==> src/rtl/opn_bus_pkg.sv <==
// Shared types, default timing and named chip registers for the OPN bus write sequencer.
package opn_bus_pkg;

  typedef enum logic [2:0] {
    IDLE,
    ADR_WR,
    ADR_HOLD,
    DAT_WR,
    DAT_HOLD,
    RECOVER
  } state_t;

  typedef struct packed {
    logic [7:0] addr;
    logic [7:0] data;
  } req_t;

  localparam int DEF_DEPTH    = 8;
  localparam int DEF_WR_PULSE = 1;
  localparam int DEF_GAP      = 1;
  localparam int DEF_RECOVERY = 479;

  localparam logic [7:0] REG_KON     = 8'h28;
  localparam logic [7:0] REG_DTMUL   = 8'h30;
  localparam logic [7:0] REG_TL      = 8'h40;
  localparam logic [7:0] REG_KSAR    = 8'h50;
  localparam logic [7:0] REG_DR      = 8'h60;
  localparam logic [7:0] REG_SR      = 8'h70;
  localparam logic [7:0] REG_SLRR    = 8'h80;
  localparam logic [7:0] REG_SSGEG   = 8'h90;
  localparam logic [7:0] REG_FNUM_LO = 8'hA0;
  localparam logic [7:0] REG_FNUM_HI = 8'hA4;
  localparam logic [7:0] REG_FBCN    = 8'hB0;

  // True on the last cen-qualified cycle of a phase lasting len cycles.
  function automatic logic phase_done(input int cnt, input int len);
    return (cnt + 1) >= len;
  endfunction

endpackage

==> src/rtl/opn_req_fifo.sv <==
// Synchronous DEPTH x 16 request FIFO with occupancy count; caller guarantees no
// push when full and no pop when empty.
module opn_req_fifo
  import opn_bus_pkg::*;
#(
  parameter int DEPTH = 8
) (
  input  logic                   clk_in,
  input  logic                   rst,
  input  logic                   push,
  input  req_t                   push_data,
  input  logic                   pop,
  output req_t                   head,
  output logic [$clog2(DEPTH):0] count
);

  localparam int AW = $clog2(DEPTH);

  req_t           mem [DEPTH];
  logic [AW-1:0]  wr_ptr;
  logic [AW-1:0]  rd_ptr;

  // NOTE: storage is not reset; count gates every read, so stale entries are never observed.
  always_ff @(posedge clk_in) begin
    if (push) mem[wr_ptr] <= push_data;
  end

  // NOTE: non-blocking assignments keep every register update in this edge order-independent.
  always_ff @(posedge clk_in) begin
    if (rst) begin
      wr_ptr <= '0;
      rd_ptr <= '0;
      count  <= '0;
    end else begin
      if (push) wr_ptr <= wr_ptr + 1'b1;
      if (pop)  rd_ptr <= rd_ptr + 1'b1;
      case ({push, pop})
        2'b10:   count <= count + 1'b1;
        2'b01:   count <= count - 1'b1;
        default: count <= count;
      endcase
    end
  end

  assign head = mem[rd_ptr];

endmodule

==> src/rtl/opn_write_sequencer.sv <==
// Queued register-write engine: buffers {addr,data} requests and replays each as the
// two-phase jt12 CPU-bus write (addr=0 then addr=1) followed by a recovery wait.
module opn_write_sequencer
  import opn_bus_pkg::*;
#(
  parameter int DEPTH    = DEF_DEPTH,
  parameter int WR_PULSE = DEF_WR_PULSE,
  parameter int GAP      = DEF_GAP,
  parameter int RECOVERY = DEF_RECOVERY
) (
  input  logic                   clk_in,
  input  logic                   rst,
  input  logic                   cen,
  input  logic                   req_valid,
  input  logic [7:0]             req_addr,
  input  logic [7:0]             req_data,
  output logic                   req_ready,
  output logic                   bus_addr,
  output logic [7:0]             bus_din,
  output logic                   bus_cs_n,
  output logic                   bus_wr_n,
  output logic                   busy,
  output logic [$clog2(DEPTH):0] level
);

  localparam int LW     = $clog2(DEPTH) + 1;
  localparam int MAX_PG = (WR_PULSE > GAP) ? WR_PULSE : GAP;
  localparam int MAXC   = (RECOVERY > MAX_PG) ? RECOVERY : MAX_PG;
  localparam int CW     = (MAXC < 2) ? 1 : $clog2(MAXC);

  state_t        state;
  logic [CW-1:0] cnt;
  logic [7:0]    data_q;
  req_t          fifo_head;
  logic          push;
  logic          pop;
  logic          done;

  assign req_ready = (level != LW'(DEPTH));
  assign push      = req_valid && req_ready;
  assign pop       = cen && (state == IDLE) && (level != '0);
  assign busy      = (level != '0) || (state != IDLE);

  opn_req_fifo #(.DEPTH(DEPTH)) u_fifo (
    .clk_in    (clk_in),
    .rst       (rst),
    .push      (push),
    .push_data ('{addr: req_addr, data: req_data}),
    .pop       (pop),
    .head      (fifo_head),
    .count     (level)
  );

  // NOTE: default assignment first so no path through the case leaves done unassigned (no latch).
  always_comb begin
    done = 1'b0;
    case (state)
      ADR_WR, DAT_WR:     done = phase_done(int'(cnt), WR_PULSE);
      ADR_HOLD, DAT_HOLD: done = phase_done(int'(cnt), GAP);
      RECOVER:            done = phase_done(int'(cnt), RECOVERY);
      default:            done = 1'b0;
    endcase
  end

  always_ff @(posedge clk_in) begin
    if (rst) begin
      state    <= IDLE;
      cnt      <= '0;
      data_q   <= '0;
      bus_cs_n <= 1'b1;
      bus_wr_n <= 1'b1;
      bus_addr <= 1'b0;
      bus_din  <= '0;
    end else if (cen) begin
      // Counter restarts on every phase change so each state measures its own length.
      if (state != IDLE) cnt <= done ? '0 : cnt + 1'b1;
      case (state)
        IDLE: if (level != '0) begin
          bus_cs_n <= 1'b0;
          bus_addr <= 1'b0;
          bus_din  <= fifo_head.addr;
          data_q   <= fifo_head.data;
          bus_wr_n <= 1'b0;
          state    <= ADR_WR;
        end
        ADR_WR: if (done) begin
          bus_wr_n <= 1'b1;
          state    <= ADR_HOLD;
        end
        ADR_HOLD: if (done) begin
          bus_addr <= 1'b1;
          bus_din  <= data_q;
          bus_wr_n <= 1'b0;
          state    <= DAT_WR;
        end
        DAT_WR: if (done) begin
          bus_wr_n <= 1'b1;
          state    <= DAT_HOLD;
        end
        DAT_HOLD: if (done) begin
          bus_addr <= 1'b0;
          bus_cs_n <= 1'b1;
          state    <= (RECOVERY == 0) ? IDLE : RECOVER;
        end
        RECOVER: if (done) state <= IDLE;
        default: state <= IDLE;
      endcase
    end
  end

endmodule
==> config.mk <==
export PLATFORM = sky130hd
export DESIGN_NAME = opn_write_sequencer
export DESIGN_NICKNAME = d
export VERILOG_FILES = /design/src/rtl/opn_bus_pkg.sv /design/src/rtl/opn_req_fifo.sv /design/src/rtl/opn_write_sequencer.sv
export SDC_FILE = /design/constraint.sdc
export NUM_CORES = 1
export LEC_CHECK = 0
export BUFFER_PORTS_ARGS = -buffer_cell sky130_fd_sc_hd__buf_2
export CORE_UTILIZATION = 50
export CTS_CLUSTER_SIZE = 25
export DETAILED_ROUTE_END_ITERATION = 6
export PLACE_DENSITY_LB_ADDON = 0.12
export SYNTH_ARGS = -nofsm -noshare
export SYNTH_HDL_FRONTEND = slang
export SYNTH_SLANG_ARGS = --single-unit
==> constraint.sdc <==
create_clock -name clk_in -period 4.4 [get_ports clk_in]
set_input_delay 0.44 -clock clk_in [delete_from_list [all_inputs] [get_ports clk_in]]
set_output_delay 0.44 -clock clk_in [all_outputs]
set_load 0.05 [all_outputs]
After elaboration in Yosys (flattened, before gate mapping)

Memory sizes are Yosys's and may differ from the RTL's. A register that Yosys moved wholly into a read port is not among the register bits.
Cells that the tools add are included.

Eq/ne operators: 15
Mux-type cells: 23
Add/sub/neg operators: 6
Reductions and logical operators: 21
Magnitude comparators: 2

Operators with widths:

| kind                                                                                  | number |
|---|---|
| 32-bit by 2-bit greater-or-equal comparator with 1-bit output (second input constant) | 1 |
| 3-bit two-way mux                                                                     | 8 |
| 3-bit case mux with 6 select lines                                                    | 1 |
| 8-bit two-way mux                                                                     | 2 |
| 8-bit case mux with 2 select lines                                                    | 1 |
| 9-bit by 1-bit adder with 10-bit output (second input constant)                       | 1 |
| 10-bit by 9-bit greater-or-equal comparator with 1-bit output (second input constant) | 1 |
| 2-bit != test (second input constant)                                                 | 5 |
| 5-bit AND reduction                                                                   | 2 |
| 9-bit by 1-bit adder with 9-bit output (second input constant)                        | 1 |
| 9-bit two-way mux                                                                     | 1 |
| 3-bit nonzero test                                                                    | 3 |
| 4-bit case mux with 2 select lines                                                    | 1 |
| 4-bit AND reduction                                                                   | 2 |
| 7-bit AND reduction                                                                   | 1 |
| 3-bit by 1-bit adder with 3-bit output (second input constant)                        | 2 |
| 3-bit by 2-bit equality test with 1-bit output (second input constant)                | 2 |
| 3-bit equality test (second input constant)                                           | 2 |
| 1-bit case mux with 3 select lines                                                    | 2 |
| 2-bit nonzero test                                                                    | 3 |
| 1-bit two-way mux                                                                     | 5 |
| 4-bit by 1-bit adder with 4-bit output (second input constant)                        | 1 |
| 2-bit by 1-bit != test with 1-bit output (second input constant)                      | 2 |
| 4-bit != test (second input constant)                                                 | 1 |
| 13 further kinds                                                                      | 16 |

Memories kept: 1
Bits in registers: 41
Output and inout bits: 17
Bits in writable memories: 128
Logic and storage cells: 78

Memory list:

| name       | words | bits a word | rd ports | clocked after Yosys merged registers in | write ports | RTL line           | RTL |
|---|---|---|---|---|---|---|---|
| u_fifo.mem | 8     | 16          | 1        | 1                                       | 1           | opn_req_fifo.sv:19 | `req_t mem [DEPTH];` |

Longest topological paths before layout

Gate-level depths: netlist (run 1).

Depth after elaboration: 5
Gate-level depth with buffers: 11
Mapped depth without buffers: 10

By module

Synthesis (run 1) repeated with hierarchy kept, for this count alone.

Cells, all modules: 461
Area, all modules: 7199.4 um2

Modules (own cells, without submodules):

| module              | cells an instance | area an instance (um2) | instances |
|---|---|---|---|
| opn_req_fifo        | 254               | 5525.3                 | 1 |
| opn_write_sequencer | 207               | 1674.1                 | 1 |

Worst setup path before layout (run 1)

OpenSTA, ideal clock, no wires.

Path kind: register -> register
Start: register u_fifo.count[0]
End: memory u_fifo.mem[4][0] (netlist bit) (enable)
Clock period less this slack: 3792 ps
Path buffers: 0
Path slack: 608 ps
Stages on the path, launching flop included: 5
Setup time: 436 ps
Arrival: 3355 ps
Path through: dfxtp_1 nor3_1 nand2_1 nand2_1 nor4b_1

Longest elaborated chain between the ends: 4

Ends and longest elaborated chain:

| item                                    | RTL line                  | RTL |
|---|---|---|
| start: declaration                      | opn_req_fifo.sv:14        | `output logic [$clog2(DEPTH):0] count` |
| start signal: assignment                | opn_req_fifo.sv:38        | `2'b10: count <= count + 1'b1;` |
| start signal: assignment                | opn_req_fifo.sv:39        | `2'b01: count <= count - 1'b1;` |
| start signal: assignment                | opn_req_fifo.sv:40        | `default: count <= count;` |
| 4-bit != test                           | opn_write_sequencer.sv:39 | `assign req_ready = (level != LW'(DEPTH));` |
| net req_ready                           | opn_write_sequencer.sv:17 | `output logic req_ready,` |
| 1-bit logical AND                       | opn_write_sequencer.sv:40 | `assign push = req_valid && req_ready;` |
| 1-bit two-way mux                       | opn_req_fifo.sv:25        | `if (push) mem[wr_ptr] <= push_data;` |
| 1-bit two-way mux (implied by the code) | opn_req_fifo.sv:25        |  |
| end: declaration                        | opn_req_fifo.sv:19        |  |

The timed path passes the listed nets, and every way through them passes these cells.

Final worst setup path (run 1)

Start: register cnt[1]
End: register bus_addr

Longest elaborated chain between the ends: 5
Elaborated cells on any way between the ends: 7
Classes of those cells: add/sub (1); order compare (2); eq/ne (2); mux (1); reduce/logical (1)

Ends and longest elaborated chain:

| item                                                                                                                                                  | RTL line                  | RTL |
|---|---|---|
| start: declaration                                                                                                                                    | opn_write_sequencer.sv:32 | `logic [CW-1:0] cnt;` |
| start signal: assignment                                                                                                                              | opn_write_sequencer.sv:76 | `if (state != IDLE) cnt <= done ? '0 : cnt + 1'b1;` |
| 9-bit by 1-bit adder with 10-bit output *                                                                                                             | opn_bus_pkg.sv:37         | `return (cnt + 1) >= len;` |
| 32-bit by 2-bit greater-or-equal comparator with 1-bit output / 10-bit by 9-bit greater-or-equal comparator with 1-bit output (equally long branches) | opn_bus_pkg.sv:37         |  |
| 1-bit case mux with 2 select lines *                                                                                                                  | opn_write_sequencer.sv:57 | `case (state)` |
| 2-bit != test (no line)                                                                                                                               | -                         |  |
| 5-bit AND reduction (no line) *                                                                                                                       | -                         |  |
| end signal: assignment                                                                                                                                | opn_write_sequencer.sv:72 | `bus_addr <= 1'b0;` |
| end signal: assignment                                                                                                                                | opn_write_sequencer.sv:80 | `bus_addr <= 1'b0;` |
| end signal: assignment                                                                                                                                | opn_write_sequencer.sv:91 | `bus_addr <= 1'b1;` |
| end: declaration                                                                                                                                      | opn_write_sequencer.sv:18 | `output logic bus_addr,` |

Every way passes the cells marked *; elsewhere a longest branch is shown, timed or not.
A chain may end at the register's enable or synchronous reset.

==> results_dict.tcl, run 1 <==
set metrics [dict create \
    antennaDiodeCount 0 \
    cts-root-to-sink-buffers 2 \
    status "finished clean" \
    synth.distinct_cells 49 \
    yosysWarnings 0 \
    timing.max_cap.violations 0 \
    clk_pin_slew_worst_paths_ns 0.07 \
    timing_hold_violations_final 0 \
    postSynth.asyncResetShare 0 \
    filler_cell_count 1080 \
    timing.reg2reg.setup_slack_ns 1.24 \
    remaining_drc_errors 0 \
    setup.worst_path.start_class "register" \
    die_h_um 121.8 \
    final_antenna_net_count 0 \
    port_buffers 36 \
    ys_dominant_reg_cell "edfxtp_1" \
    finalNetCount 551 \
    layout.cells.non_filler 715 \
    commonest_cells_after_routing_fill_and_taps_aside "128 x edfxtp_1, 43 x dfxtp_1, 42 x nor2_1" \
    timing.critical_path.mode_cell "or3_4" \
    postLayoutSetupSlackWorst_ns 1.240 \
    dieWidth_um 121.8 \
    fin_util 0.5854 \
    average_wire_length_per_cell_after_detail_routing_um 19.30 \
    regArea_um2 4726 \
    postRouteWirelength_um 13800 \
    tritoncts "yes" \
    worst_skew_pair.late_latency_ns 0.42 \
    placement_rows 43 \
    via_count 4021 \
    floorplan.io_pins 37 \
    critical_path_fanout_max 17 \
    unrepaired_setup_endpoints_after_global_routing "no" \
    synth_enable_flop_cells 128 \
    timing.critical_path.cells "ha_1 -> nand2_1 -> or3_4 -> mux2_4 -> or3_4 -> a211oi_4 -> a21oi_2 -> a221oi_2" \
    crit_buf_inv 0 \
    tritoncts.num_buffers 17 \
    placed_cells_incl_taps 683 \
    detail_route.vias_per_cell 5.624 \
    number_of_storage_elements_in_the_synthesis_netlist 172 \
    grt_max_degree 43 \
    detailedPlacementHpwl_um 8590 \
    setup.worst_path.end_class "register" \
    place_area_um2 7564 \
    max_freq_mhz 316.5 \
    post-route-period-util 0.7181 \
    overall_global_routing_resource_usage 0.2087 \
    cts_root_buffer "clkbuf_16" \
    synthToLayoutAreaGrowth_pct 13.71 \
    postCtsHoldBufs 0 \
    arrival_ns 3.49 \
    crit_path_top_delay_cell "a211oi_4" \
    h-tree-depth 4 \
    hold-worst-slack_ns 0.2787 \
    grt_antenna_before_repair 0 \
    design.core.area_um2 13930 \
    number_of_setup_buffers_added_after_cts 0 \
    globalRoute.totalOverflow 0 \
    numClockSinks 172 \
    setup_violations 0 \
    setup.worst_path.class "register to register" \
    worst_ir_drop_vdd_v 0.0004766 \
    grt_first_pass_wirelength_um 22300 \
    drv_slew 0 \
    power_density_nw_per_um2 589.3 \
    fin_setup_tns_ns 0 \
    mostFrequentLayoutCell "edfxtp_1" \
    timing.slew.headroom 0.3688 \
    grt_pass1_vias 4088 \
    detail_route.iter0.violations 278 \
    postSynthAreaPerCell_um2 14.70 \
    worst_slew_pin_slew_ns 0.9455 \
    layout-drive-gt1-share 0.2449 \
    drtPass1Iterations 5 \
    place.gp.congestion 0.8471 \
    ctsResizeCount 0 \
    fin_worst_skew_ns 0.008585 \
    min_path_type "input port to register" \
    final_cell_area_um2 8158 \
    postSynthCellCount 488 \
    mappedNetlistNets 517 \
    critical_path.max_stage_delay_ns 0.67 \
    final_critical_period_ns 3.160 \
    post_synth_instance_area_um2 7174 \
    multi_input_area_um2 2301 \
    die_area_um2 14830 \
    timing.critical_path.max_delay_family "compound AO/OA/AOI/OAI gates" \
    initial_core_util 0.5149 \
    pnr_total_power_mw 4.808 \
    synth_sequential_area_ratio 0.6585 \
    p_leak_nw 2.706 \
    dp_worst_slack_ns 1.265 \
    worst-endpoint-required_ns 4.73 \
]
## layer usage
metal / up-vias / global-route usage / part of all wire
li1: 1920 / - / -
met1: 2014 / 0.2695 / 0.44
met2: 77 / 0.3464 / 0.50
met3: 10 / 0.05852 / 0.053
met4: 0 / 0.05478 / 0.0091
met5: - / 0 / 0
## path summary, 6_finish.rpt
kind                           from  cells after the start                          end
max             cnt[1]$_SDFFE_PP0P_                      8        bus_addr$_SDFFE_PP0P_
min                     req_addr[4]                      1  u_fifo.mem[7][12]$_DFFE_PP_
max reg2reg     cnt[1]$_SDFFE_PP0P_                      8        bus_addr$_SDFFE_PP0P_
min reg2reg  data_q[4]$_SDFFE_PP0P_                      2       data_q[4]$_SDFFE_PP0P_
## cells by family after synthesis
| group | count (synthesis) | synth area share |
|---|---|---|
| AO/OA/AOI/OAI | 55 | 0.05092 |
| multiplexers | 58 | 0.1374 |
| buffers and inverters | 43 | 0.02616 |
| AND/OR/NAND/NOR | 139 | 0.09540 |
| adder cells (fa/ha/maj) | 10 | 0.01814 |
| flip-flops | 172 | 0.6585 |
| XOR/XNOR | 11 | 0.01343 |
## cells in the mapped netlist (2+ instances only)
cell type | instances | area (um2)
ha_1 | 8 | 100.1
buf_4 | 2 | 15.01
or3_4 | 2 | 22.52
nor3_1 | 17 | 85.08
a21oi_1 | 13 | 65.06
nand3_1 | 16 | 80.08
a31oi_1 | 10 | 62.56
nor3b_1 | 3 | 22.52
o21ai_0 | 12 | 60.06
and3_1 | 5 | 31.28
dfxtp_1 | 44 | 880.8
a211oi_1 | 9 | 67.56
nor2_1 | 42 | 157.7
inv_1 | 8 | 30.03
a21o_1 | 2 | 15.01
nand2b_1 | 3 | 18.77
nand2_1 | 33 | 123.9
clkbuf_1 | 20 | 75.07
mux4_2 | 32 | 720.7
nor4b_1 | 2 | 17.52
nor4_1 | 4 | 25.02
or3_1 | 2 | 12.51
mux2i_1 | 25 | 250.2
nand4b_1 | 2 | 17.52
o211ai_1 | 2 | 15.01
xnor2_1 | 5 | 43.79
and2_1 | 2 | 12.51
buf_2 | 3 | 15.01
buf_6 | 2 | 22.52
buf_1 | 7 | 26.28
edfxtp_1 | 128 | 3844
xor2_1 | 6 | 52.55
## registers in the layout (all words and copies together), names as in the netlist, named ones only
register / flops
u_fifo.mem: 128
cnt: 9
u_fifo.rd_ptr: 3
bus_din: 8
state: 3
bus_wr_n: 1
u_fifo.wr_ptr: 3
u_fifo.count: 4
bus_addr: 1
bus_cs_n: 1
data_q: 8
## layout make-up
type                    count  area share
clock inverters            11     0.01641
flip-flops and latches    172      0.5793
inverters                   9    0.004141
well taps                 180     0.02761
multi-input cells         273      0.2821
repair buffers             49     0.03405
clock buffers              21     0.05644
## report_power, final
part | switching [mW] | internal [mW] | total, mW
Sequential | 0.166 | 1.91 | 2.08
Combinational | 0.738 | 0.500 | 1.24
Clock | 0.618 | 0.875 | 1.49
## worst reg2reg max path, stage by stage, from the launching register on
cell	delay, ns
dfxtp_1	0.42
ha_1	0.27
nand2_1	0.12
or3_4	0.41
mux2_4	0.31
or3_4	0.42
a211oi_4	0.68
a21oi_2	0.16
a221oi_2	0.28
Power figures use the tool's default switching activity.
==> run 2: changes to the inputs <==
==> constraint.sdc (replaced) <==
create_clock -name clk_in -period 2.93 [get_ports clk_in]
set_input_delay 0.293 -clock clk_in [delete_from_list [all_inputs] [get_ports clk_in]]
set_output_delay 0.293 -clock clk_in [all_outputs]
set_load 0.05 [all_outputs]
==> run 2 against run 1 <==
Final area increased by 1.1%. Largest power group unchanged. Highest routed layer is now met5. Count of clock-buffer cells in the layout decreased by 4. Total power increased by 50%. Largest cell class unchanged. Via count increased by 1.2%.
==> results_dict.tcl, run 2 (same netlist as run 1, synthesis figures left out) <==
set metrics [dict create \
    grt_first_pass_wirelength_um 21670 \
    pnr_total_power_mw 7.214 \
    timing.critical_path.mode_cell "or3_4" \
    ctsResizeCount 0 \
    die_area_um2 14830 \
    power_density_nw_per_um2 874.7 \
    numClockSinks 172 \
    worst_ir_drop_vdd_v 0.0005310 \
    drtPass1Iterations 4 \
    finalNetCount 560 \
    met3WireLength_um 606 \
    die_h_um 121.8 \
    met2RoutedLength_um 7006 \
    floorplan.io_pins 37 \
    remaining_drc_errors 0 \
    max_freq_mhz 353.3 \
    largest_register_ff_count 128 \
    largest-register "u_fifo.mem" \
    fin_worst_skew_ns 0.008249 \
    critical_path.max_stage_delay_ns 0.42 \
    detailedPlacementHpwl_um 8307 \
    m1WireLength_um 5852 \
    final_antenna_net_count 0 \
    h-tree-depth 4 \
    setup.worst_path.end_class "register" \
    synthToLayoutAreaGrowth_pct 14.96 \
    status "finished clean" \
    initial_core_util 0.5149 \
    grt_max_degree 43 \
    commonest_cells_after_routing_fill_and_taps_aside "128 x edfxtp_1, 43 x dfxtp_1, 42 x nor2_1" \
    layout.cells.non_filler 724 \
    final_critical_period_ns 2.830 \
    place.gp.congestion 0.8453 \
    crit_buf_inv 1 \
    mostFrequentLayoutCell "edfxtp_1" \
    timing.critical_path.cells "ha_1 -> nand2_1 -> or3_4 -> mux2_4 -> or3_4 -> a211oi_4 -> buf_4 -> nand3_1 -> a31oi_1" \
    port_buffers 36 \
    crit_path_top_delay_cell "dfxtp_1" \
    drv_slew 0 \
    design.core.area_um2 13930 \
    average_wire_length_per_cell_after_detail_routing_um 18.82 \
    postRouteWirelength_um 13630 \
    timing_hold_violations_final 0 \
    setup.worst_path.start_class "register" \
    worst-endpoint-required_ns 3.27 \
    critical_path_fanout_max 13 \
    antennaDiodeCount 0 \
    worst_skew_pair.late_latency_ns 0.42 \
    timing.max_cap.violations 0 \
    detail_route.iter0.violations 244 \
    cts_root_buffer "clkbuf_16" \
    layout-drive-gt1-share 0.2629 \
    min_path_type "input port to register" \
    setup.worst_path.class "register to register" \
    tritoncts "yes" \
    placed_cells_incl_taps 691 \
    placement_rows 43 \
    detail_route.vias_per_cell 5.619 \
    dieWidth_um 121.8 \
    clk_pin_slew_worst_paths_ns 0.07 \
    place_area_um2 7665 \
    arrival_ns 3.17 \
    final_cell_area_um2 8248 \
    timing.critical_path.max_delay_family "simple AND/OR/NAND/NOR gates" \
    grt_antenna_before_repair 1 \
    post-route-period-util 0.9660 \
    worst_slew_pin_slew_ns 0.8555 \
    via_count 4068 \
    timing.slew.headroom 0.4297 \
    hold-worst-slack_ns 0.1295 \
    filler_cell_count 1083 \
    cts-root-to-sink-buffers 2 \
    setup_violations 0 \
    p_leak_nw 2.755 \
    overall_global_routing_resource_usage 0.2031 \
    grt_pass1_vias 4005 \
    tritoncts.num_buffers 17 \
    top_layer "met5" \
    largest_registers "u_fifo.mem: 128 flops, cnt: 9 flops" \
    globalRoute.totalOverflow 0 \
]
[run 2: changes by cell type in the layout (fill, tap and decap cells not counted), sizes merged]
cell      delta
bufinv       -2
clkbuf       -4
clkinv       +5
inv          +2
clkinvlp     -1
buf          +9
[run 2: power by group]
group | internal (mW) | switching [mW] | total (mW)
Clock | 1.13 | 1.01 | 2.14
Combinational | 0.825 | 1.18 | 2.00
Sequential | 2.87 | 0.202 | 3.07
Total | 4.82 | 2.39 | 7.21
[run 2: what timing repair did]
action | CTS | global route
hold buffers | 0 | 0
setup buffers | 0 | 1
endpoints found under the setup margin | 0 | 8
[run 2: area by class of cell]
type                            count  area (um2)  area share
Timing Repair Buffer               58       357.8     0.04339
Multi-Input combinational cell    273        2330      0.2825
Clock inverter                     15       150.1     0.01820
Inverter                            9       33.78    0.004096
Clock buffer                       17       425.4     0.05158
Sequential cell                   172        4726      0.5730
Tap cell                          180       225.2     0.02731
[run 2: final timing paths]
kind | start | endpoint | slack, ns | depth (start not counted)
setup / recovery | cnt[1]$_SDFFE_PP0P_ | cnt[4]$_SDFFE_PP0P_ | 0.1 | 9
hold reg to reg | bus_wr_n$_SDFFE_PP1P_ | bus_wr_n$_SDFFE_PP1P_ | 0.50 | 2
setup reg to reg | cnt[1]$_SDFFE_PP0P_ | cnt[4]$_SDFFE_PP0P_ | 0.1 | 9
hold / removal | req_data[4] | u_fifo.mem[0][4]$_DFFE_PP_ | 0.13 | 1
[run 2: layer usage]
layer | global-route usage | vias up
met1 | 0.2570 | 2029
met5 | 0 | -
li1 | - | 1941
met4 | 0.06250 | 2
met2 | 0.3404 | 82
met3 | 0.05478 | 14
[run 2: worst register-to-register path, stage by stage (launching register included)]
cell and delay, ns:
dfxtp_1 0.42, ha_1 0.28, nand2_1 0.13, or3_4 0.41, mux2_4 0.31, or3_4 0.42, a211oi_4 0.27, buf_4 0.23
nand3_1 0.10, a31oi_1 0.18
[run 2: stage by stage]
| stage | setup WS [ns] | util | setup TNS, ns |
|---|---|---|---|
| floorplan | -0.09489 | - | -2.787 |
| global placement | 0.1405 | 0.5501 | 0 |
| detailed placement | 0.02414 | 0.5501 | 0 |
| CTS | 0.008066 | 0.5914 | 0 |
| global route | -0.008981 | 0.5919 | -0.01583 |
| finish | 0.09956 | 0.5919 | 0 |
==> run 3: changes to the inputs <==
--- a/config.mk
+++ b/config.mk
@@ -7,9 +7,11 @@
 export LEC_CHECK = 0
 export BUFFER_PORTS_ARGS = -buffer_cell sky130_fd_sc_hd__buf_2
 export CORE_UTILIZATION = 50
+export CTS_BUF_LIST = sky130_fd_sc_hd__clkbuf_16
 export CTS_CLUSTER_SIZE = 25
 export DETAILED_ROUTE_END_ITERATION = 6
 export PLACE_DENSITY_LB_ADDON = 0.12
 export SYNTH_ARGS = -nofsm -noshare
 export SYNTH_HDL_FRONTEND = slang
+export SYNTH_HIERARCHICAL = 1
 export SYNTH_SLANG_ARGS = --single-unit
==> constraint.sdc (replaced) <==
create_clock -name clk_in -period 3.1 [get_ports clk_in]
set_input_delay 0.31 -clock clk_in [delete_from_list [all_inputs] [get_ports clk_in]]
set_output_delay 0.31 -clock clk_in [all_outputs]
set_load 0.05 [all_outputs]
==> run 3 against run 2 <==
Total power fell by 10%. Flip-flop and latch count did not move. Sequential share of layout area rose by 0.69 points. Non-clock buffer count is 7 lower. Register-to-register slack better by 0.44 ns. Final area down 1.2%. Sequential power is 8.5% lower. Critical endpoint is now cnt[6]$_SDFFE_PP0P_. Largest cell class unchanged.
==> results_dict.tcl, run 3 <==
set metrics [dict create \
    fin_worst_skew_ns 0.009035 \
    detailedPlacementHpwl_um 8168 \
    ys_dominant_reg_cell "edfxtp_1" \
    clk_pin_slew_worst_paths_ns 0.07 \
    largest-register "u_fifo/mem" \
    timing.max_cap.violations 0 \
    postRouteWirelength_um 13970 \
    worst_skew_pair.late_latency_ns 0.42 \
    place.gp.congestion 0.9471 \
    grt_first_pass_wirelength_um 21940 \
    filler_cell_count 1091 \
    layout.cells.non_filler 700 \
    setup_violations 0 \
    timing.critical_path.max_delay_family "compound AO/OA/AOI/OAI gates" \
    placement_rows 43 \
    critical_path_cell_count 8 \
    r2r.worst_path.cells 8 \
    timing.hold.worst_path_depth 1 \
    post_synth_instance_area_um2 7199 \
    finalNetCount 535 \
    postSynthAreaPerCell_um2 15.62 \
    layout-drive-gt1-share 0.2115 \
    setup.worst_path.end_class "register" \
    die_h_um 122.0 \
    dieWidth_um 122.0 \
    drtPass1Iterations 5 \
    min_path_type "input port to register" \
    detail_route.vias_per_cell 5.766 \
    fin_util 0.5826 \
    grt_max_degree 39 \
    h-tree-depth 4 \
    synth.distinct_cells 54 \
    ctsResizeCount 0 \
    tritoncts "yes" \
    antennaDiodeCount 0 \
    power_density_nw_per_um2 792.9 \
    timing.critical_path.mode_cell "nand2_1" \
    synth_top_cells_by_area "edfxtp_1 53%, dfxtp_1 12%, mux4_1 10%" \
    multi_input_area_um2 2316 \
    overall_global_routing_resource_usage 0.2058 \
    tritoncts.num_buffers 17 \
    cts-root-to-sink-buffers 2 \
    grt_pass1_vias 4047 \
    grt_antenna_before_repair 0 \
    die_area_um2 14880 \
    placed_cells_incl_taps 668 \
    drv_slew 0 \
    timing.slew.headroom 0.3869 \
    timing_hold_violations_final 0 \
    hold-worst-slack_ns 0.1573 \
    largest_register_ff_count 128 \
    port_buffers 36 \
    via_count 4036 \
    pnr_total_power_mw 6.462 \
    synth_enable_flop_cells 128 \
    postSynth.asyncResetShare 0 \
    postSynthCellCount 461 \
    yosysMostFrequentCell "edfxtp_1" \
    unrepaired_setup_endpoints_after_global_routing "no" \
    status "finished clean" \
    critical_path.max_stage_delay_ns 0.47 \
    initial_core_util 0.5147 \
    max_freq_mhz 390.6 \
    remaining_drc_errors 0 \
    postCtsHoldBufs 0 \
    final_antenna_net_count 0 \
    commonest_cells_after_routing_fill_and_taps_aside "128 x edfxtp_1, 43 x dfxtp_1, 36 x nor2_1, 36 x buf_2, 35 x nand2_1" \
    design.core.area_um2 13990 \
    globalRoute.totalOverflow 0 \
    numClockSinks 172 \
    crit_path_top_delay_cell "a221oi_4" \
    synth_area_leader_cell "edfxtp_1" \
    timing.critical_path.cells "ha_1 -> nand2_1 -> o21a_1 -> o21ai_1 -> nand2_1 -> a221oi_4 -> o21ai_4 -> o31ai_2" \
    p_leak_nw 2.762 \
    crit_buf_inv 0 \
    largest_registers "u_fifo/mem: 128 flops, cnt: 9 flops" \
    fin_setup_tns_ns 0 \
    number_of_setup_buffers_added_after_cts 0 \
    setup.worst_path.start_class "register" \
    worst_slew_pin_slew_ns 0.9184 \
    regArea_um2 4726 \
    detail_route.iter0.violations 311 \
    number_of_storage_elements_in_the_synthesis_netlist 172 \
    post-route-period-util 0.8258 \
    cts_root_buffer "clkbuf_16" \
    floorplan.io_pins 37 \
    netlist.area_leader.share 0.5339 \
    worst_ir_drop_vdd_v 0.0005889 \
    mostFrequentLayoutCell "edfxtp_1" \
    final_critical_period_ns 2.560 \
    critical_path_fanout_max 7 \
    average_wire_length_per_cell_after_detail_routing_um 19.96 \
    yosysWarnings 6 \
    mappedNetlistNets 489 \
    synthToLayoutAreaGrowth_pct 13.21 \
    setup.worst_path.class "register to register" \
    worst-endpoint-required_ns 3.43 \
    ys_top_cells_by_count "128 x edfxtp_1, 44 x dfxtp_1, 36 x nor2_1" \
    arrival_ns 2.89 \
    synth_sequential_area_ratio 0.6562 \
]
==> run 3: cell count changes in the layout (fill, tap and decap cells not counted), sizes merged, moves of 4 or more <==
| cell | change |
|---|---|
| mux2 | +16 |
| mux2i | -13 |
| nor3 | -11 |
| buf | -7 |
| nor2 | -6 |
| a31oi | -4 |
| nand3 | -4 |
==> run 3: final cells by class <==
type,instances,share of cell area
Sequential cell,172,0.5798
Multi-Input combinational cell,255,0.2842
Clock buffer,17,0.05220
Timing Repair Buffer,51,0.03592
Tap cell,180,0.02763
Clock inverter,15,0.01566
Inverter,10,0.004605
==> run 3: through the flow <==
step                cell area, um2  worst slack [ns]
floorplan                     7209            0.1261
global placement              7597            0.6771
detailed placement            7597            0.6287
CTS                           8150            0.5796
global route                  8150            0.3285
finish                        8150            0.5400
==> run 3: final timing paths <==
path                                            start                         end  slack [ns]
worst min register to register  bus_wr_n$_SDFFE_PP1P_       bus_wr_n$_SDFFE_PP1P_        0.46
worst min-delay path                      req_data[7]  u_fifo/mem[2][7]$_DFFE_PP_        0.16
worst max register to register    cnt[1]$_SDFFE_PP0P_         cnt[6]$_SDFFE_PP0P_        0.54
worst max-delay path              cnt[1]$_SDFFE_PP0P_         cnt[6]$_SDFFE_PP0P_        0.54
==> run 3: layer usage <==
metal  global-route usage  up-vias  wire (um)
li1                     -     1898          -
met1               0.2556     2022       6105
met2               0.3471      102       7103
met3              0.05478       14        610
met4              0.07176        0        152
met5                    0        -          0
==> run 3: kinds of logic (layout without fill, tap and decap cells) <==
logic type,Yosys count,in the layout,synth area share
buffers and inverters,34,93,0.02346
xor gates and xnor gates,12,12,0.01460
and+or+nand+nor,117,117,0.07595
DFF,172,172,0.6562
muxes,61,61,0.1580
AOI/OAI and AO/OA,57,57,0.05787
adders and majority gates,8,8,0.01390
==> run 3: where the power goes <==
part,total [mW],switching (mW),internal [mW],leakage (nW)
Combinational,1.68,1.01,0.668,0.966
Clock,1.97,0.868,1.11,0.275
Sequential,2.81,0.125,2.68,1.52
Total,6.46,2.01,4.45,2.76
